`config.mk`:
```
export PLATFORM = sky130hd
export DESIGN_NAME = alu_ctrl
export DESIGN_NICKNAME = d
export VERILOG_FILES = /design/src/rtl/alu_ctrl.sv
export SDC_FILE = /design/constraint.sdc
export NUM_CORES = 1
export LEC_CHECK = 0
export ABC_AREA = 1
export BUFFER_PORTS_ARGS = -buffer_cell sky130_fd_sc_hd__buf_2
export CAP_MARGIN = 20
export CORE_MARGIN = 3
export CORE_UTILIZATION = 48
export DETAILED_ROUTE_END_ITERATION = 7
export GPL_TIMING_DRIVEN = 1
export PLACE_DENSITY = 0.72
export SYNTH_ARGS = -nofsm -noshare
export SYNTH_HDL_FRONTEND = slang
export SYNTH_SLANG_ARGS = --single-unit
```
`constraint.sdc`:
```
create_clock -name clk -period 1.4 [get_ports clk]
set_input_delay 0.14 -clock clk [delete_from_list [all_inputs] [get_ports clk]]
set_output_delay 0.14 -clock clk [all_outputs]
set_load 0.005 [all_outputs]
```
`src/rtl/alu_ctrl.sv`:
```
// ----------------------------------------------------------------------------
// alu_ctrl
//
// Command sequencer sitting in front of a combinational 4-bit ALU. It holds a
// 4 x 4-bit register file and accepts one command at a time. A command is
// either an immediate load or an ALU operation. ALU results are written back
// truncated to 4 bits, and the full 5-bit result is returned as a response.
//
// Ports
//   clk          in   rising-edge clock
//   rst          in   synchronous, active-high reset
//   cmd_valid    in   command present
//   cmd_ready    out  controller can accept a command (IDLE and not in reset)
//   cmd_ld       in   1 = load cmd_imm into cmd_rd, 0 = ALU operation
//   cmd_op       in   [3:0] ALU opcode, forwarded unchanged to alu_op
//   cmd_ra/rb    in   [1:0] source register indices
//   cmd_rd       in   [1:0] destination register index
//   cmd_imm      in   [3:0] immediate for loads
//   alu_a/alu_b  out  [3:0] ALU operands, latched at command acceptance
//   alu_op       out  [3:0] ALU opcode, latched at command acceptance
//   alu_result   in   [4:0] combinational ALU result
//   rsp_valid    out  response present
//   rsp_ready    in   requester accepts the response
//   rsp_data     out  [4:0] result of the command
//   flag         out  sticky carry/compare bit
//
// Configuration
//   ALU_CTRL_FLAG_EN  when defined, flag is a register loaded with
//                     alu_result[4] on every ALU-command write-back (loads
//                     leave it unchanged). When undefined, flag is tied to 0.
// ----------------------------------------------------------------------------
module alu_ctrl (
   input  logic       clk,
   input  logic       rst,
   input  logic       cmd_valid,
   output logic       cmd_ready,
   input  logic       cmd_ld,
   input  logic [3:0] cmd_op,
   input  logic [1:0] cmd_ra,
   input  logic [1:0] cmd_rb,
   input  logic [1:0] cmd_rd,
   input  logic [3:0] cmd_imm,
   output logic [3:0] alu_a,
   output logic [3:0] alu_b,
   output logic [3:0] alu_op,
   input  logic [4:0] alu_result,
   output logic       rsp_valid,
   input  logic       rsp_ready,
   output logic [4:0] rsp_data,
   output logic       flag
);

   typedef enum logic [1:0] {
      IDLE  = 2'd0,
      ISSUE = 2'd1,
      RESP  = 2'd2
   } state_t;

   state_t     state;
   state_t     state_nxt;

   logic [3:0] rf [4];
   logic       ld_q;
   logic [1:0] rd_q;
   logic [3:0] imm_q;
   logic       cmd_accept;

   assign cmd_accept = cmd_valid & cmd_ready;

   // State register.
   // NOTE: sequential state is assigned with <= so every flop samples the
   // pre-edge values of its inputs regardless of statement order.
   always_ff @(posedge clk) begin
      if (rst) begin
         state <= IDLE;
      end else begin
         state <= state_nxt;
      end
   end

   // Next-state logic.
   always_comb begin
      // NOTE: default assignment first so no path leaves state_nxt unassigned
      // (which would infer a latch).
      state_nxt = state;
      unique case (state)
         IDLE:    if (cmd_accept) state_nxt = ISSUE;
         ISSUE:   state_nxt = RESP;
         RESP:    if (rsp_ready)  state_nxt = IDLE;
         default: state_nxt = IDLE;
      endcase
   end

   // Handshake outputs. cmd_ready is masked by rst so nothing is accepted on
   // the reset edge itself.
   always_comb begin
      cmd_ready = (state == IDLE) && !rst;
      rsp_valid = (state == RESP);
   end

   // Operand latch, register file write-back and response register.
   // Operands are captured at acceptance, so a source equal to rd sees the
   // pre-write value.
   always_ff @(posedge clk) begin
      if (rst) begin
         // NOTE: the register file is small and must read back zero after
         // reset, so it is reset explicitly like the other state.
         for (int i = 0; i < 4; i++) begin
            rf[i] <= 4'd0;
         end
         alu_a    <= 4'd0;
         alu_b    <= 4'd0;
         alu_op   <= 4'd0;
         ld_q     <= 1'b0;
         rd_q     <= 2'd0;
         imm_q    <= 4'd0;
         rsp_data <= 5'd0;
      end else begin
         if (cmd_accept) begin
            alu_a  <= rf[cmd_ra];
            alu_b  <= rf[cmd_rb];
            alu_op <= cmd_op;
            ld_q   <= cmd_ld;
            rd_q   <= cmd_rd;
            imm_q  <= cmd_imm;
         end
         if (state == ISSUE) begin
            if (ld_q) begin
               rf[rd_q] <= imm_q;
               rsp_data <= {1'b0, imm_q};
            end else begin
               rf[rd_q] <= alu_result[3:0];
               rsp_data <= alu_result;
            end
         end
      end
   end

`ifdef ALU_CTRL_FLAG_EN
   logic flag_q;

   // Carry/borrow or compare outcome of the most recent ALU command.
   always_ff @(posedge clk) begin
      if (rst) begin
         flag_q <= 1'b0;
      end else if ((state == ISSUE) && !ld_q) begin
         flag_q <= alu_result[4];
      end
   end

   assign flag = flag_q;
`else
   assign flag = 1'b0;
`endif

endmodule

```
==> results of run 1 <==
[flip-flops by register name, summed over array words and instances, names as in the netlist]
name      count
alu_a         4
alu_b         4
alu_op        4
imm_q         4
ld_q          1
rd_q          2
rf           16
rsp_data      5
state         2
[logic make-up (layout without fill, tap and decap cells)]
group                  after synthesis  in the layout  synth area share [%]
other                                1              1                 0.190
buffers and inverters               43             88                  10.4
AND/OR/NAND/NOR                    136            136                  29.3
AO/OA/AOI/OAI                       29             29                  9.39
flip-flops                          42             42                  50.8
[stage by stage]
step	area [um2]	power [mW]	setup WS (ps)	util, %	hold slack [ps]
after floorplan	1970	1.61	70.4	-	283
after global placement	2210	1.72	135	58.1	390
after detailed placement	2210	1.72	97.4	58.1	400
after CTS	2290	2.45	85.7	60.2	83.2
after global routing	2290	2.55	29.4	60.3	90.4
final	2290	2.42	89.3	60.3	95.3
[path summary, 6_finish.rpt]
| path | from | end | depth (start not counted) |
|---|---|---|---|
| worst max-delay path | ld_q | rf[0][0] | 2 |
| worst min-delay path | cmd_op[3] | alu_op[3] | 3 |
| worst max register to register | ld_q | rf[0][0] | 2 |
| worst min register to register | imm_q[2] | imm_q[2] | 2 |
[synthesized netlist by cell type (all sizes together)]
cell type	n	area share, %
inv	31	5.9
nor2	20	3.9
nand4	1	0.32
dfxtp	26	26
edfxtp	16	24
o31ai	1	0.38
buf	10	4.1
nand2	92	19
nand3	22	5.8
conb	1	0.19
nand3b	1	0.38
clkbuf	2	0.38
a21oi	19	6.7
o21ai	9	2.3
[worst max-delay path: cells and delay by family (launching register included)]
family	cells	cell delay, ps
and+or+nand+nor	1	100
DFF	1	400
AOI/OAI and AO/OA	1	540
[metal layers]
layer / vias to the layer above / wire (um) / global-route usage (%)
met2: 45 / 1840 / 29.2
met3: 4 / 186 / 3.60
met4: 0 / 31 / 7.23
li1: 869 / - / -
met5: - / 0 / 0
met1: 715 / 1800 / 20.6
[power by group]
part	internal (mW)	leakage, nW	switching, mW
registers	1.33	0.378	0.0400
clock network	0.343	0.0426	0.382
logic	0.130	0.640	0.194
[area by class of cell]
cell class              instances  area, um2  area share, %
repair buffers                 49        263           11.5
flip-flops and latches         42       1000           43.7
multi-input cells             166        771           33.6
well taps                      48       60.1           2.62
clock buffers                   6       72.6           3.17
inverters                      31        116           5.08
clock inverters                 2       8.76          0.382
==> impl_metrics.toml, run 1 <==
[status]
outcome = "complete, no violations"

[global_routing]
grt_pass1_wl_mm = 6.73
grt.total_usage_pct = 17.1
grt_pass1_vias = 1570
grt.overflow.total = 0
grt_max_degree = 21
antenna_found_initial = 0

[routing]
dr.pass1.iters = 4
drt_iter0_markers = 87
drt_wl_total_mm = 3.86
via_per_inst = 4.75
ant_nets = 0
wire_per_inst_um = 11.2
drc = 0
via_count = 1633

[die]
die-area_um2 = 4910
core-area_um2 = 3800
rows = 22
die_y_um = 70.1
ios = 44
die_w_um = 70.1
floorplan.initialDensity_pct = 51.9

[setup_path]
path_cells = "o21ai_0, nor2_1"
worstPathArrival_ps = 1330
cp.required_ps = 1420
crit_path_end_kind = "flip-flop"
cpPeakStageDelay_ps = 540
slowest_stage = "o21ai_0"
crit_path_start_kind = "flip-flop"
r2r_setup_slack_ps = 90
crit_type = "flip-flop to flip-flop"
crit_fanout = 10

[clock_tree]
insertion_delay_ps = 290
clockBufferDepth = 2
path_clk_slew_ps = 70
clockRootBuffer = "clkbuf_8"
postCtsResizedCells = 0
cts.sinks = 42
ctsHoldBuffers = 0
cts_buffers = 5
cts_max_level = 2
cts_tree = "yes"
cts_setup_buffers = 0

[logic_synthesis]
syn_area_per_cell_um2 = 7.86
synthesis.area_um2 = 1970
ys_seq_elements = 42
ys_seq_area_share_pct = 50.8
yosys_warnings = 0
netlist_instances = 251
syn-num-nets = 275
yosysUniqueCellTypes = 22

[timing]
setup-violations-final = 0
finalHoldViolCount = 0
worst_pin_slew_ps = 611
fmax_mhz = 763
tns_ps = 0
period_share_pct = 93.6
maxSlewHeadroom_pct = 58.9
timing.final.crit_period_ps = 1310
fin_skew_ps = 4.20
report.final.slew_viol_count = 0
rsz0062_at_grt = "no"

[layout]
fillers = 353
area_delta_synth_final_pct = 16.2
finalNetCount = 319
final_common_cell = "nand2_1"
drive_gt1_share_pct = 27.4
final_cells = 344
mostFrequentLayoutCells = "80 x nand2_1, 42 x buf_2, 29 x inv_1"
antenna_cells = 0

[job]
drv_cap = 0

[placed_design]
gp_congestion = 0.912
dp_hpwl_mm = 2.91
numPortBuffers = 42
dp.cells = 336

[worst_hold_path]
min_path_type = "input port to flip-flop"

[power_and_ir_drop]
power_density_nw_per_um2 = 1060
vdd_drop_max_v = 0.000518
p_leak_nw = 1.06
(Power assumes the default switching activity.)
==> inputs of run 2 (changes only) <==
--- a/config.mk
+++ b/config.mk
@@ -5,11 +5,10 @@
 export SDC_FILE = /design/constraint.sdc
 export NUM_CORES = 1
 export LEC_CHECK = 0
-export ABC_AREA = 1
 export BUFFER_PORTS_ARGS = -buffer_cell sky130_fd_sc_hd__buf_2
 export CAP_MARGIN = 20
 export CORE_MARGIN = 3
-export CORE_UTILIZATION = 48
+export CORE_UTILIZATION = 47
 export DETAILED_ROUTE_END_ITERATION = 7
 export GPL_TIMING_DRIVEN = 1
 export PLACE_DENSITY = 0.72
==> run 2 against run 1 <==
Effect of this change: the run now ends with negative setup slack left; global-route usage rose by 0.63 points; critical path depth increased by 1; synthesized area decreased by 10%; critical endpoint is now rf[2][1]; highest routed layer unchanged.
==> impl_metrics.toml, run 2 <==
[timing]
rsz0062_at_grt = "yes"
fin_skew_ps = 4.66
report.final.slew_viol_count = 0
fmax_mhz = 713
setup-violations-final = 4
timing.final.crit_period_ps = 1400
period_share_pct = 100
setup_slack_ps = -3.13
finalHoldViolCount = 0

[setup_path]
critPathTopFamily = "simple AND/OR/NAND/NOR gates"
crit_type = "flip-flop to flip-flop"
crit_fanout = 6
cpPeakStageDelay_ps = 510
crit_path_start_kind = "flip-flop"
cp.required_ps = 1410
cpMostUsedCell = "nand2b_4"
worstPathArrival_ps = 1410
critPathBufInv = 0
r2r_setup_slack_ps = -3
crit_path_end_kind = "flip-flop"
path_cells = "nand2b_4, or4b_4, nand2b_4"
slowest_stage = "or4b_4"

[layout]
area_delta_synth_final_pct = 25.2
final_cells = 263
regMostFlops = "rf"
drive_gt1_share_pct = 38.2
final_common_cell = "buf_2"
largest_reg_flops = 16
largestRegisters = "rf x16, rsp_data x5"
finalNetCount = 240
fillers = 310
mostFrequentLayoutCells = "42 x buf_2, 38 x nand2_1, 24 x dfxtp_1"
antenna_cells = 0
final_cell_area_um2 = 2220

[placed_design]
pre_cts_ws_ps = -64.6
dp.cells = 254
dpl_cell_area_um2 = 2080
dp_hpwl_mm = 2.87
gp_congestion = 0.858
numPortBuffers = 42

[global_routing]
grt_util_met2_pct = 33.6
grt_pass1_wl_mm = 5.87
grt.overflow.total = 0
use_met3_pct = 5.16
grt_max_degree = 22
use_met1_pct = 18.2
grt.total_usage_pct = 17.7
antenna_found_initial = 0
grt_pass1_vias = 1351
busiest_layer = "met2"

[logic_synthesis]
yosysTopAreaCellShare_pct = 29.4
yosys_warnings = 0
ys_seq_elements = 42
synthesis.area_um2 = 1770
yosysMostFrequentCell = "nand2_1"
netlist_instances = 163
synth.area.top_cells = "dfxtp_1 29%, edfxtp_1 27%, mux4_2 10%"
async_flop_share_pct = 0
yosysTopAreaCell = "dfxtp_1"
syn-num-nets = 187
synth_common_cells = "38 x nand2_1, 26 x dfxtp_1, 20 x a21oi_1"
synth_edf_count = 16
ys.flop_type = "dfxtp_1"
syn_area_per_cell_um2 = 10.9
ys_seq_area_share_pct = 56.5
yosysUniqueCellTypes = 27

[routing]
ant_nets = 0
drt_wl_total_mm = 3.61
drc = 0
wire_per_inst_um = 13.7
dr.pass1.iters = 4
via_per_inst = 5.06
via_count = 1331
drt_iter0_markers = 30

[clock_tree]
cts.sinks = 42
clockBufferDepth = 2
cts_max_level = 2
ctsHoldBuffers = 0
cts_buffers = 5
path_clk_slew_ps = 80
cts_tree = "yes"
clockRootBuffer = "clkbuf_8"
insertion_delay_ps = 290

[power_and_ir_drop]
vdd_drop_max_v = 0.000665
p_leak_nw = 0.949
power_density_nw_per_um2 = 1070
total_power_mw = 2.38

[status]
outcome = "finished, violations left"
violations = "negative setup slack"

[die]
die_y_um = 67.4
ios = 44
die-area_um2 = 4540
die_w_um = 67.4
floorplan.initialDensity_pct = 51.1
rows = 21
core-area_um2 = 3470

[worst_hold_path]
min_path_type = "input port to flip-flop"

[job]
drv_cap = 0
-- run 2: worst register-to-register path, cell delays in order (launching register included) --
cell	delay, ps
dfxtp_4	370
nand2b_4	140
or4b_4	510
nand2b_4	110
-- run 2: cell type report --
| type | count | area, um2 | area share (%) |
|---|---|---|---|
| clock inverter | 2 | 10.0 | 0.451 |
| sequential | 42 | 1010 | 45.3 |
| tap | 46 | 57.6 | 2.59 |
| multi-input combinational | 109 | 721 | 32.5 |
| clock buffer | 6 | 72.6 | 3.27 |
| inverter | 2 | 20.0 | 0.902 |
| timing repair buffer | 56 | 332 | 14.9 |
-- run 2: final timing paths --
path / cells after the start / to / startpoint
max reg2reg: 3 / rf[2][1] / state[1]
min reg2reg: 2 / alu_a[0] / alu_a[0]
max: 3 / rf[2][1] / state[1]
min: 3 / imm_q[0] / cmd_imm[0]
-- run 2: cells by family (layout without fill, tap and decap cells) --
| family | after synthesis | after routing | synth area share [%] |
|---|---|---|---|
| multiplexers | 12 | 12 | 12.4 |
| flip-flops | 42 | 42 | 56.5 |
| AO/OA/AOI/OAI | 27 | 27 | 8.69 |
| other | 1 | 1 | 0.212 |
| buffers and inverters | 12 | 66 | 4.52 |
| AND/OR/NAND/NOR | 69 | 69 | 17.7 |
-- run 2: per-stage QoR --
| step | util (%) | TNS (ps) | hold WS [ps] |
|---|---|---|---|
| global route | 64.0 | -457 | 74.1 |
| detailed placement | 60.1 | -820 | 390 |
| floorplan | - | 0 | 276 |
| finish | 64.0 | -10.1 | 81.9 |
| CTS | 62.7 | 0 | 75.6 |
| global placement | 60.1 | 0 | 382 |
-- run 2: layer usage --
| metal | up-vias | share of wire, % |
|---|---|---|
| li1 | 666 | - |
| met4 | 0 | 1.3 |
| met5 | - | 0 |
| met2 | 27 | 55 |
| met1 | 632 | 39 |
| met3 | 6 | 4.3 |
-- run 2: timing repair --
action,CTS,global route
setup endpoints to repair,23,40
resized for setup,3,10
setup buffers,0,1
pin swaps,0,1
-- run 2: power by group --
| group | switching [mW] | internal (mW) | total (mW) |
|---|---|---|---|
| logic | 0.134 | 0.150 | 0.285 |
| clock network | 0.386 | 0.345 | 0.732 |
| registers | 0.0379 | 1.32 | 1.36 |
